===== config.mk =====
export PLATFORM = sky130hd
export DESIGN_NAME = mmio_uart_tx_flat
export DESIGN_NICKNAME = d
export VERILOG_FILES = /design/src/rtl/uart_pkg.sv /design/src/rtl/mmio_uart_tx_if.sv /design/src/rtl/uart_tx_fifo.sv /design/src/rtl/mmio_uart_tx.sv /design/src/flat_wrapper.sv
export SDC_FILE = /design/constraint.sdc
export NUM_CORES = 1
export LEC_CHECK = 0
export BUFFER_PORTS_ARGS = -buffer_cell sky130_fd_sc_hd__buf_2
export CAP_MARGIN = 30
export CELL_PAD_IN_SITES_DETAIL_PLACEMENT = 1
export CELL_PAD_IN_SITES_GLOBAL_PLACEMENT = 2
export CORE_MARGIN = 1.5
export CORE_UTILIZATION = 36
export DETAILED_ROUTE_END_ITERATION = 10
export PLACE_DENSITY_LB_ADDON = 0.1
export SLEW_MARGIN = 15
export SYNTH_ARGS = -nofsm -noshare
export SYNTH_HDL_FRONTEND = slang
export SYNTH_SLANG_ARGS = --single-unit

===== constraint.sdc =====
create_clock -name clock -period 4.64 [get_ports clock]
set_input_delay 0.928 -clock clock [delete_from_list [all_inputs] [get_ports clock]]
set_output_delay 0.928 -clock clock [all_outputs]
set_load 0.1 [all_outputs]

===== src/rtl/uart_pkg.sv =====
// Shared types for the MMIO UART transmitter.
// Define UART_PARITY_EN to add the even-parity bit state.
package uart_pkg;

`ifdef UART_PARITY_EN
  typedef enum logic [2:0] {
    IDLE,
    START,
    DATA,
    PARITY,
    STOP
  } uartState_e;
`else
  typedef enum logic [1:0] {
    IDLE,
    START,
    DATA,
    STOP
  } uartState_e;
`endif

  localparam logic [2:0] DATA_OFS   = 3'd0;
  localparam logic [2:0] STATUS_OFS = 3'd4;

  localparam int ST_FULL  = 0;
  localparam int ST_EMPTY = 1;
  localparam int ST_BUSY  = 2;
  localparam int ST_OVF   = 3;
  localparam int ST_PAR   = 4;

endpackage


===== src/rtl/mmio_uart_tx_if.sv =====
// Data-port bus slice seen by memory-mapped peripherals.
// Master is the MEM stage, slave is the peripheral.
interface mmio_uart_tx_if;
  logic [31:0] address;
  logic [31:0] writeData;
  logic        memWrite;
  logic        memRead;
  logic [31:0] readData;
  logic        hit;

  modport master (
    output address, writeData, memWrite, memRead,
    input  readData, hit
  );

  modport slave (
    input  address, writeData, memWrite, memRead,
    output readData, hit
  );
endinterface


===== src/rtl/uart_tx_fifo.sv =====
// Transmit FIFO with full/empty flags and same-cycle push/pop.
// Pushes into a full FIFO are ignored unless a pop frees a slot.
module uart_tx_fifo #(
  parameter int WIDTH = 8,
  parameter int DEPTH = 8
) (
  input  logic             clock,
  input  logic             reset,
  input  logic             push,
  input  logic [WIDTH-1:0] pushData,
  input  logic             pop,
  output logic [WIDTH-1:0] popData,
  output logic             full,
  output logic             empty
);
  localparam int AW = $clog2(DEPTH);
  localparam logic [AW:0] ONE = {{AW{1'b0}}, 1'b1};

  logic [WIDTH-1:0] mem [DEPTH];
  logic [AW:0] wrPtr;
  logic [AW:0] rdPtr;
  logic doPush;
  logic doPop;

  assign empty = (wrPtr == rdPtr);
  assign full  = (wrPtr[AW] != rdPtr[AW]) &&
                 (wrPtr[AW-1:0] == rdPtr[AW-1:0]);
  assign doPop  = pop & ~empty;
  assign doPush = push & (~full | doPop);
  assign popData = mem[rdPtr[AW-1:0]];

  always_ff @(posedge clock) begin
    if (reset) begin
      wrPtr <= '0;
      rdPtr <= '0;
    end else begin
      if (doPush) wrPtr <= wrPtr + ONE;
      if (doPop)  rdPtr <= rdPtr + ONE;
    end
  end

  always_ff @(posedge clock) begin
    if (doPush) mem[wrPtr[AW-1:0]] <= pushData;
  end
endmodule


===== src/rtl/mmio_uart_tx.sv =====
// Memory-mapped UART transmitter: DATA/STATUS window, FIFO, serializer.
// Define UART_PARITY_EN to append an even-parity bit to each frame.
module mmio_uart_tx
  import uart_pkg::*;
#(
  parameter logic [31:0] BASE_ADDR    = 32'hFFFF_FF00,
  parameter int          CLKS_PER_BIT = 434,
  parameter int          FIFO_DEPTH   = 8
) (
  input  logic          clock,
  input  logic          reset,
  mmio_uart_tx_if.slave bus,
  output logic          tx
);
  localparam logic [15:0] RELOAD = 16'(CLKS_PER_BIT - 1);
`ifdef UART_PARITY_EN
  localparam logic       PAR_EN     = 1'b1;
  localparam uartState_e AFTER_DATA = PARITY;
`else
  localparam logic       PAR_EN     = 1'b0;
  localparam uartState_e AFTER_DATA = STOP;
`endif

  uartState_e  state;
  logic [15:0] baud;
  logic [2:0]  bitIdx;
  logic [7:0]  shifter;
  logic        ovf;
  logic [7:0]  head;
  logic        full;
  logic        empty;
  logic        pop;
  logic        selStatus;
  logic        wrData;
  logic        wrStatus;
  logic        ovfEvent;
  logic        baudDone;
  logic        txNext;
  logic [31:0] statusWord;
  logic        unusedBits;

  assign bus.hit   = (bus.address[31:3] == BASE_ADDR[31:3]);
  assign selStatus = (bus.address[2] == STATUS_OFS[2]);
  assign wrData    = bus.hit & bus.memWrite & ~selStatus;
  assign wrStatus  = bus.hit & bus.memWrite & selStatus;
  assign pop       = (state == IDLE) & ~empty;
  assign ovfEvent  = wrData & full & ~pop;
  assign baudDone  = (baud == 16'd0);
  assign unusedBits = ^{bus.address[1:0], bus.writeData[31:8],
                        BASE_ADDR[2:0], DATA_OFS};

  uart_tx_fifo #(
    .WIDTH (8),
    .DEPTH (FIFO_DEPTH)
  ) fifo (
    .clock    (clock),
    .reset    (reset),
    .push     (wrData),
    .pushData (bus.writeData[7:0]),
    .pop      (pop),
    .popData  (head),
    .full     (full),
    .empty    (empty)
  );

  always_comb begin
    statusWord           = '0;
    statusWord[ST_FULL]  = full;
    statusWord[ST_EMPTY] = empty;
    statusWord[ST_BUSY]  = (state != IDLE);
    statusWord[ST_OVF]   = ovf;
    statusWord[ST_PAR]   = PAR_EN;
  end

  assign bus.readData =
    (bus.hit & bus.memRead & selStatus) ? statusWord : '0;

  // An overflow in the same cycle as a clear wins
  always_ff @(posedge clock) begin
    if (reset) begin
      ovf <= 1'b0;
    end else if (ovfEvent) begin
      ovf <= 1'b1;
    end else if (wrStatus && bus.writeData[ST_OVF]) begin
      ovf <= 1'b0;
    end
  end

  always_comb begin
    txNext = 1'b1;
    unique case (state)
      START:   txNext = 1'b0;
      DATA:    txNext = shifter[bitIdx];
`ifdef UART_PARITY_EN
      PARITY:  txNext = ^shifter;
`endif
      default: txNext = 1'b1;
    endcase
  end

  // tx lags the state by one register stage
  always_ff @(posedge clock) begin
    if (reset) begin
      state   <= IDLE;
      baud    <= '0;
      bitIdx  <= '0;
      shifter <= '0;
      tx      <= 1'b1;
    end else begin
      tx <= txNext;
      unique case (state)
        IDLE: begin
          if (!empty) begin
            shifter <= head;
            baud    <= RELOAD;
            state   <= START;
          end
        end
        START: begin
          if (baudDone) begin
            baud   <= RELOAD;
            bitIdx <= '0;
            state  <= DATA;
          end else begin
            baud <= baud - 16'd1;
          end
        end
        DATA: begin
          if (baudDone) begin
            baud   <= RELOAD;
            bitIdx <= bitIdx + 3'd1;
            if (bitIdx == 3'd7) state <= AFTER_DATA;
          end else begin
            baud <= baud - 16'd1;
          end
        end
`ifdef UART_PARITY_EN
        PARITY: begin
          if (baudDone) begin
            baud  <= RELOAD;
            state <= STOP;
          end else begin
            baud <= baud - 16'd1;
          end
        end
`endif
        STOP: begin
          if (baudDone) begin
            baud  <= RELOAD;
            state <= IDLE;
          end else begin
            baud <= baud - 16'd1;
          end
        end
        default: state <= IDLE;
      endcase
    end
  end
endmodule


===== src/flat_wrapper.sv =====
// flat-port wrapper written by rule: the top's interface ports become plain ports
module mmio_uart_tx_flat import uart_pkg::*;
#(
  parameter logic [31:0] BASE_ADDR    = 32'hFFFF_FF00,
  parameter int          CLKS_PER_BIT = 434,
  parameter int          FIFO_DEPTH   = 8
)
  (clock, reset, tx, bus_address, bus_writeData, bus_memWrite, bus_memRead, bus_readData, bus_hit);
  mmio_uart_tx_if bus_i ();
  input  logic clock;
  input  logic reset;
  output logic tx;
  input wire logic [$bits(bus_i.address)-1:0] bus_address;
  input wire logic [$bits(bus_i.writeData)-1:0] bus_writeData;
  input wire logic [$bits(bus_i.memWrite)-1:0] bus_memWrite;
  input wire logic [$bits(bus_i.memRead)-1:0] bus_memRead;
  output wire logic [$bits(bus_i.readData)-1:0] bus_readData;
  output wire logic [$bits(bus_i.hit)-1:0] bus_hit;
  assign bus_i.address = bus_address;
  assign bus_i.writeData = bus_writeData;
  assign bus_i.memWrite = bus_memWrite;
  assign bus_i.memRead = bus_memRead;
  assign bus_readData = bus_i.readData;
  assign bus_hit = bus_i.hit;
  mmio_uart_tx #(.BASE_ADDR(BASE_ADDR), .CLKS_PER_BIT(CLKS_PER_BIT), .FIFO_DEPTH(FIFO_DEPTH)) u_core (.clock(clock), .reset(reset), .bus(bus_i), .tx(tx));
endmodule

==> results of run 1 <==
-- kinds of logic (layout without fill, tap and decap cells) --
kind of cell / Yosys count / in the layout
xor+xnor: 9 / 9
flops: 103 / 103
simple gates: 112 / 112
fa+ha+maj: 9 / 9
buf+inv: 59 / 85
mux: 31 / 31
other cells: 1 / 28
compound gates: 56 / 56
-- sequential cells by signal (all words and copies together), names as in the netlist --
signal,flops
u_core.bitIdx,3
u_core.tx,1
u_core.shifter,8
u_core.state,2
u_core.ovf,1
u_core.fifo.wrPtr,4
u_core.fifo.mem,64
u_core.fifo.rdPtr,4
u_core.baud,16
-- cells in the mapped netlist, types with 2 or more instances --
master / count / area share, %
a211o_1: 2 / 0.37
a211oi_1: 13 / 2.0
a21oi_1: 14 / 1.5
a22o_1: 2 / 0.37
a311oi_1: 2 / 0.37
buf_2: 5 / 0.53
buf_4: 28 / 4.4
clkbuf_1: 13 / 1.0
dfxtp_1: 39 / 16
edfxtp_1: 64 / 40
ha_1: 9 / 2.4
inv_1: 10 / 0.79
mux2i_1: 13 / 2.7
mux4_2: 18 / 8.5
nand2_1: 17 / 1.3
nand2b_1: 3 / 0.39
nand3_1: 4 / 0.42
nand4_1: 10 / 1.3
nand4b_1: 4 / 0.74
nor2_1: 35 / 2.8
nor3_1: 13 / 1.4
nor4_1: 7 / 0.92
nor4b_1: 2 / 0.37
o21ai_0: 14 / 1.5
o31ai_1: 2 / 0.32
or2_2: 2 / 0.26
or3_1: 3 / 0.39
or4_1: 5 / 0.79
xnor2_1: 5 / 0.92
xor2_1: 4 / 0.74
-- per-layer routing --
layer  global-route usage (%)  vias up  wire length (um)
li1                         -     1477                 -
met1                    18.00     1507              4508
met2                    26.75       35              5178
met3                    3.828       12               263
met4                    4.802        0               119
met5                        0        -                 0
-- stage by stage --
stage / total power, uW / hold WS, ns / util [%]
after CTS: 3112 / 0.4829 / 42.35
after global routing: 3273 / 0.5253 / 42.44
final: 3066 / 0.4787 / 42.44
after global placement: 2340 / 0.4640 / 40.08
after floorplan: 2147 / 0.4496 / -
after detailed placement: 2359 / 0.4752 / 40.08
-- report_power, final --
group	switching, uW	internal, uW	total (uW)
combinational	765	416	1180
clock	358	378	737
sequential	78.4	1070	1150
total	1200	1860	3070
-- layout make-up --
type	count	area share [%]
flip-flops and latches	103	49.85
multi-input cells	245	34.13
repair buffers	58	5.931
clock buffers	10	4.223
well taps	172	3.970
clock inverters	6	1.131
inverters	11	0.7616
-- how the worst min path moves through the flow --
stage,startpoint,end,slack [ns],cells after the start
floorplan,u_core.ovf$_SDFFE_PP0P_,u_core.ovf$_SDFFE_PP0P_,0.45,2
global placement,u_core.ovf$_SDFFE_PP0P_,u_core.ovf$_SDFFE_PP0P_,0.46,2
detailed placement,u_core.ovf$_SDFFE_PP0P_,u_core.ovf$_SDFFE_PP0P_,0.48,2
CTS,u_core.ovf$_SDFFE_PP0P_,u_core.ovf$_SDFFE_PP0P_,0.48,2
global route,u_core.baud[15]$_SDFFE_PP0N_,u_core.baud[14]$_SDFFE_PP0N_,0.53,2
finish,u_core.ovf$_SDFFE_PP0P_,u_core.ovf$_SDFFE_PP0P_,0.48,2
-- worst register-to-register path: stages, from the launching register on --
cell,delay (ns)
dfxtp_1,0.83
xnor2_1,0.28
nand4b_1,0.27
nor2_1,0.11
or3_1,0.48
nor2_1,0.49
buf_4,0.25
==> reports/qor.csv, run 1 <==
metric;value;unit
status;completed;
ir_drop;0.0004136;V
grt_pass1_vias;3081;
synth-seq-cells;103;
vias_per_cell;5.010;
cp_slowest_stage_delay;0.53;ns
num_rows;41;
path_cells;buf_2 -> or4_4 -> nor4_2 -> and2_1 -> nand3_1 -> nor2_2 -> buf_2;
relSlewSlack;47.59;%
synth_top_family_by_area;simple AND/OR/NAND/NOR gates;
synthXorXnorAreaFrac;1.655;%
final_cell_mix;edfxtp_1 (64), buf_2 (47), dfxtp_1 (39);
hold_class;flip-flop to flip-flop;
clk_latency;0.35;ns
nFillCells;1361;
final_common_cell;edfxtp_1;
overflow;0;
reg2reg_from;u_core.fifo.rdPtr[2]$_SDFFE_PP0P_;
synthMuxAreaShare;11.25;%
r2r_slack;1.64;ns
synthCells;380;
holdBufCountCts;0;
cp_top_family;simple AND/OR/NAND/NOR gates;
fin_ws;0.7741;ns
dr.pass1.iters;4;
fp.dieH;118.0;um
synth_simple_gate_area_share;12.66;%
diodes;0;
initial_utilization;37.28;%
grt_util_all_layers;15.13;%
critPathKind;input pin to output port;
place_inst;588;
dp_slack;0.7686;ns
cp_num_cells;7;
antenna_found_initial;0;
clockRootBuffer;clkbuf_16;
drv_cap;0;
totalWireLength;10070;um
ys.warnings.count;0;
cp-startpoint;bus_address[3];
core;12770;sq um
grt_first_pass_wirelength;16070;um
hold_viol;0;
postCtsSetupRepairBufs;0;
ctsHtreeMaxLevel;3;
wire_per_inst;16.64;um
globalplace.congestion;0.7198;
fmax;0.2587;GHz
drv_slew;0;
finalInstanceArea;5421;sq um
critPathRequiredTime;3.71;ns
finalSetupTns;0;ns
pin_count;102;
instances_no_fill;605;
synth_compound_area_share;8.092;%
drt_iter0_drc;104;
cts_tree;done;
cp.arrival;2.94;ns
synthAdderAreaFrac;2.365;%
path_buf_inv;2;
drive_gt1_share;24.25;%
layout.nets;505;
grt_max_degree;42;
synth_edf_count;64;
power.leakage;0.001872;uW
multi_input_area;1851;sq um
cp_slowest_cell;or4_4;
synth.distinct_cells;48;
cts.repair.resized;0;
reg2regPathDepth;6;
clk_pin_slew;0.07;ns
grt_setup_unrepaired;false;
crit_end;bus_readData[0];
ys_seq_area_share;56.75;%
critPathMaxFanout;4;
critPathMostFrequentCell;buf_2;
post_dp_cell_area;5120;sq um
seqCellArea;2703;sq um
ant_nets;0;
cts_buffer_depth;2;
r2r_end;u_core.fifo.mem[7][4]$_DFFE_PP_;
clock-sinks;103;
drcViolationCount;0;
final-setup-viol-count;0;
chipWidth;118.0;um
period_minus_slack;3.866;ns
dp_hpwl;6881;um
timing.final.crit_share;83.32;%
synth.avg_cell_area;12.53;sq um
fin_skew;0.008863;ns
cp-start-kind;input pin;
vias;3031;
io_buffers;47;
die_area;13930;sq um
worst_slew_pin_slew;0.7862;ns
powerDensity;565.5;nW/um^2
worst_setup_path_end_kind;output port;
synth_ff_type;edfxtp_1;
synth.cell_area;4762;sq um
cts_buffers;9;
async_reset_ff_share;0;%
area_growth;13.85;%
Power figures use the tool's default switching activity.
==> inputs of run 2 (changes only) <==
==> constraint.sdc (replaced) <==
create_clock -name clock -period 3.7 [get_ports clock]
set_input_delay 0.74 -clock clock [delete_from_list [all_inputs] [get_ports clock]]
set_output_delay 0.74 -clock clock [all_outputs]
set_load 0.1 [all_outputs]
==> run 2 against run 1 <==
Against the previous run:
- critical path type unchanged
- cell area is 1.8% higher
- critical endpoint is now bus_readData[2]
- global-route usage is 0.49 points higher
- non-clock buffer count grew 3
==> reports/qor.csv, run 2 (same netlist as run 1, synthesis figures left out) <==
metric;value;unit
status;completed;
holdBufCountCts;0;
finalSetupTns;0;ns
period_minus_slack;3.379;ns
clk_latency;0.35;ns
hold_slack;0.4953;ns
power;3860;uW
critPathRequiredTime;2.96;ns
drive_gt1_share;25.00;%
grt_util_all_layers;15.62;%
timing.final.crit_share;91.32;%
post_dp_cell_area;5233;sq um
final-setup-viol-count;0;
hold_depth;2;
critPathMaxFanout;4;
finalInstanceArea;5518;sq um
cp.arrival;2.64;ns
largest_register_ffs;64;
r2r_slack;1.16;ns
cts_buffer_depth;2;
fin_skew;0.008249;ns
clockRootBuffer;clkbuf_16;
num_rows;41;
postCtsSetupRepairBufs;0;
totalWireLength;10080;um
cp-startpoint;bus_address[3];
reg2regPathDepth;6;
drv_cap;0;
whs_endpoint;u_core.ovf$_SDFFE_PP0P_;
drt_iter0_drc;148;
overflow;0;
ant_nets;0;
cp-start-kind;input pin;
die_area;13930;sq um
ctsHtreeMaxLevel;3;
drcViolationCount;0;
hold_class;flip-flop to flip-flop;
cts_tree;done;
layout.nets;508;
reg2reg_from;u_core.baud[0]$_SDFFE_PP0N_;
dp_slack;0.3045;ns
critPathKind;input pin to output port;
grt_max_degree;42;
core;12770;sq um
wire_per_inst;16.58;um
final_cell_mix;edfxtp_1 (64), buf_2 (43), dfxtp_1 (39);
globalplace.congestion;0.7151;
fmax;0.2960;GHz
worst_setup_path_end_kind;output port;
grt_setup_unrepaired;false;
dp_hpwl;6936;um
hold_viol;0;
grt_pass1_vias;3195;
grt_first_pass_wirelength;16800;um
initial_utilization;37.28;%
relSlewSlack;46.77;%
fin_ws;0.3213;ns
vias_per_cell;5.033;
area_growth;15.87;%
cts_buffers;9;
powerDensity;699.5;nW/um^2
antenna_found_initial;0;
final_common_cell;edfxtp_1;
drv_slew;0;
power.leakage;0.001900;uW
worst_slew_pin_slew;0.7985;ns
vias;3060;
clock-sinks;103;
ir_drop;0.0003002;V
cts.repair.resized;0;
r2r_end;u_core.baud[6]$_SDFFE_PP0N_;
min_from;u_core.ovf$_SDFFE_PP0P_;
chipWidth;118.0;um
clk_pin_slew;0.07;ns
dr.pass1.iters;4;
diodes;0;
fp.dieH;118.0;um
pin_count;102;
io_buffers;47;
run 2: cell count changes in the layout (fill, tap and decap cells not counted), sizes merged:
cell	change
buf	+3
clkinv	-2
inv	+2
run 2: worst max-delay path: stages:
cell,delay (ns)
buf_2,0.10
or4_4,0.53
nor4_2,0.35
and2_4,0.21
nand3_1,0.30
nor2_4,0.22
buf_12,0.19
run 2: report_power, final:
part           switching, uW  internal, uW  leakage [uW]
sequential               101          1340      0.000891
combinational            962           523      0.000866
clock                    458           475      0.000143
total                   1520          2340       0.00190
run 2: layout make-up:
cell class	count	area, sq um
Clock buffer	10	229.0
Clock inverter	6	56.30
Fill cell	1356	7256
Inverter	11	41.29
Multi-Input combinational cell	245	1873
Sequential cell	103	2703
Tap cell	172	215.2
Timing Repair Buffer	61	400.4
run 2: how the worst max path moves through the flow:
stage / end / slack, ns / depth (start not counted)
floorplan: bus_readData[0] / 0.06 / 5
global route: bus_readData[2] / 0.25 / 7
detailed placement: bus_readData[2] / 0.30 / 7
CTS: bus_readData[2] / 0.30 / 7
global placement: bus_readData[2] / 0.33 / 7
finish: bus_readData[2] / 0.32 / 7
run 2: metal layers:
metal	part of all wire, %	vias to the layer above	global-route usage (%)
met5	0	-	0
met2	52	30	28.11
met4	0.80	0	3.354
li1	-	1483	-
met3	2.4	5	4.409
met1	45	1542	18.54
run 2: through the flow:
step,instances,util (%)
final,608,43.20
after global routing,608,43.20
after CTS,608,43.20
after detailed placement,592,40.96
after global placement,592,40.96
after floorplan,407,-
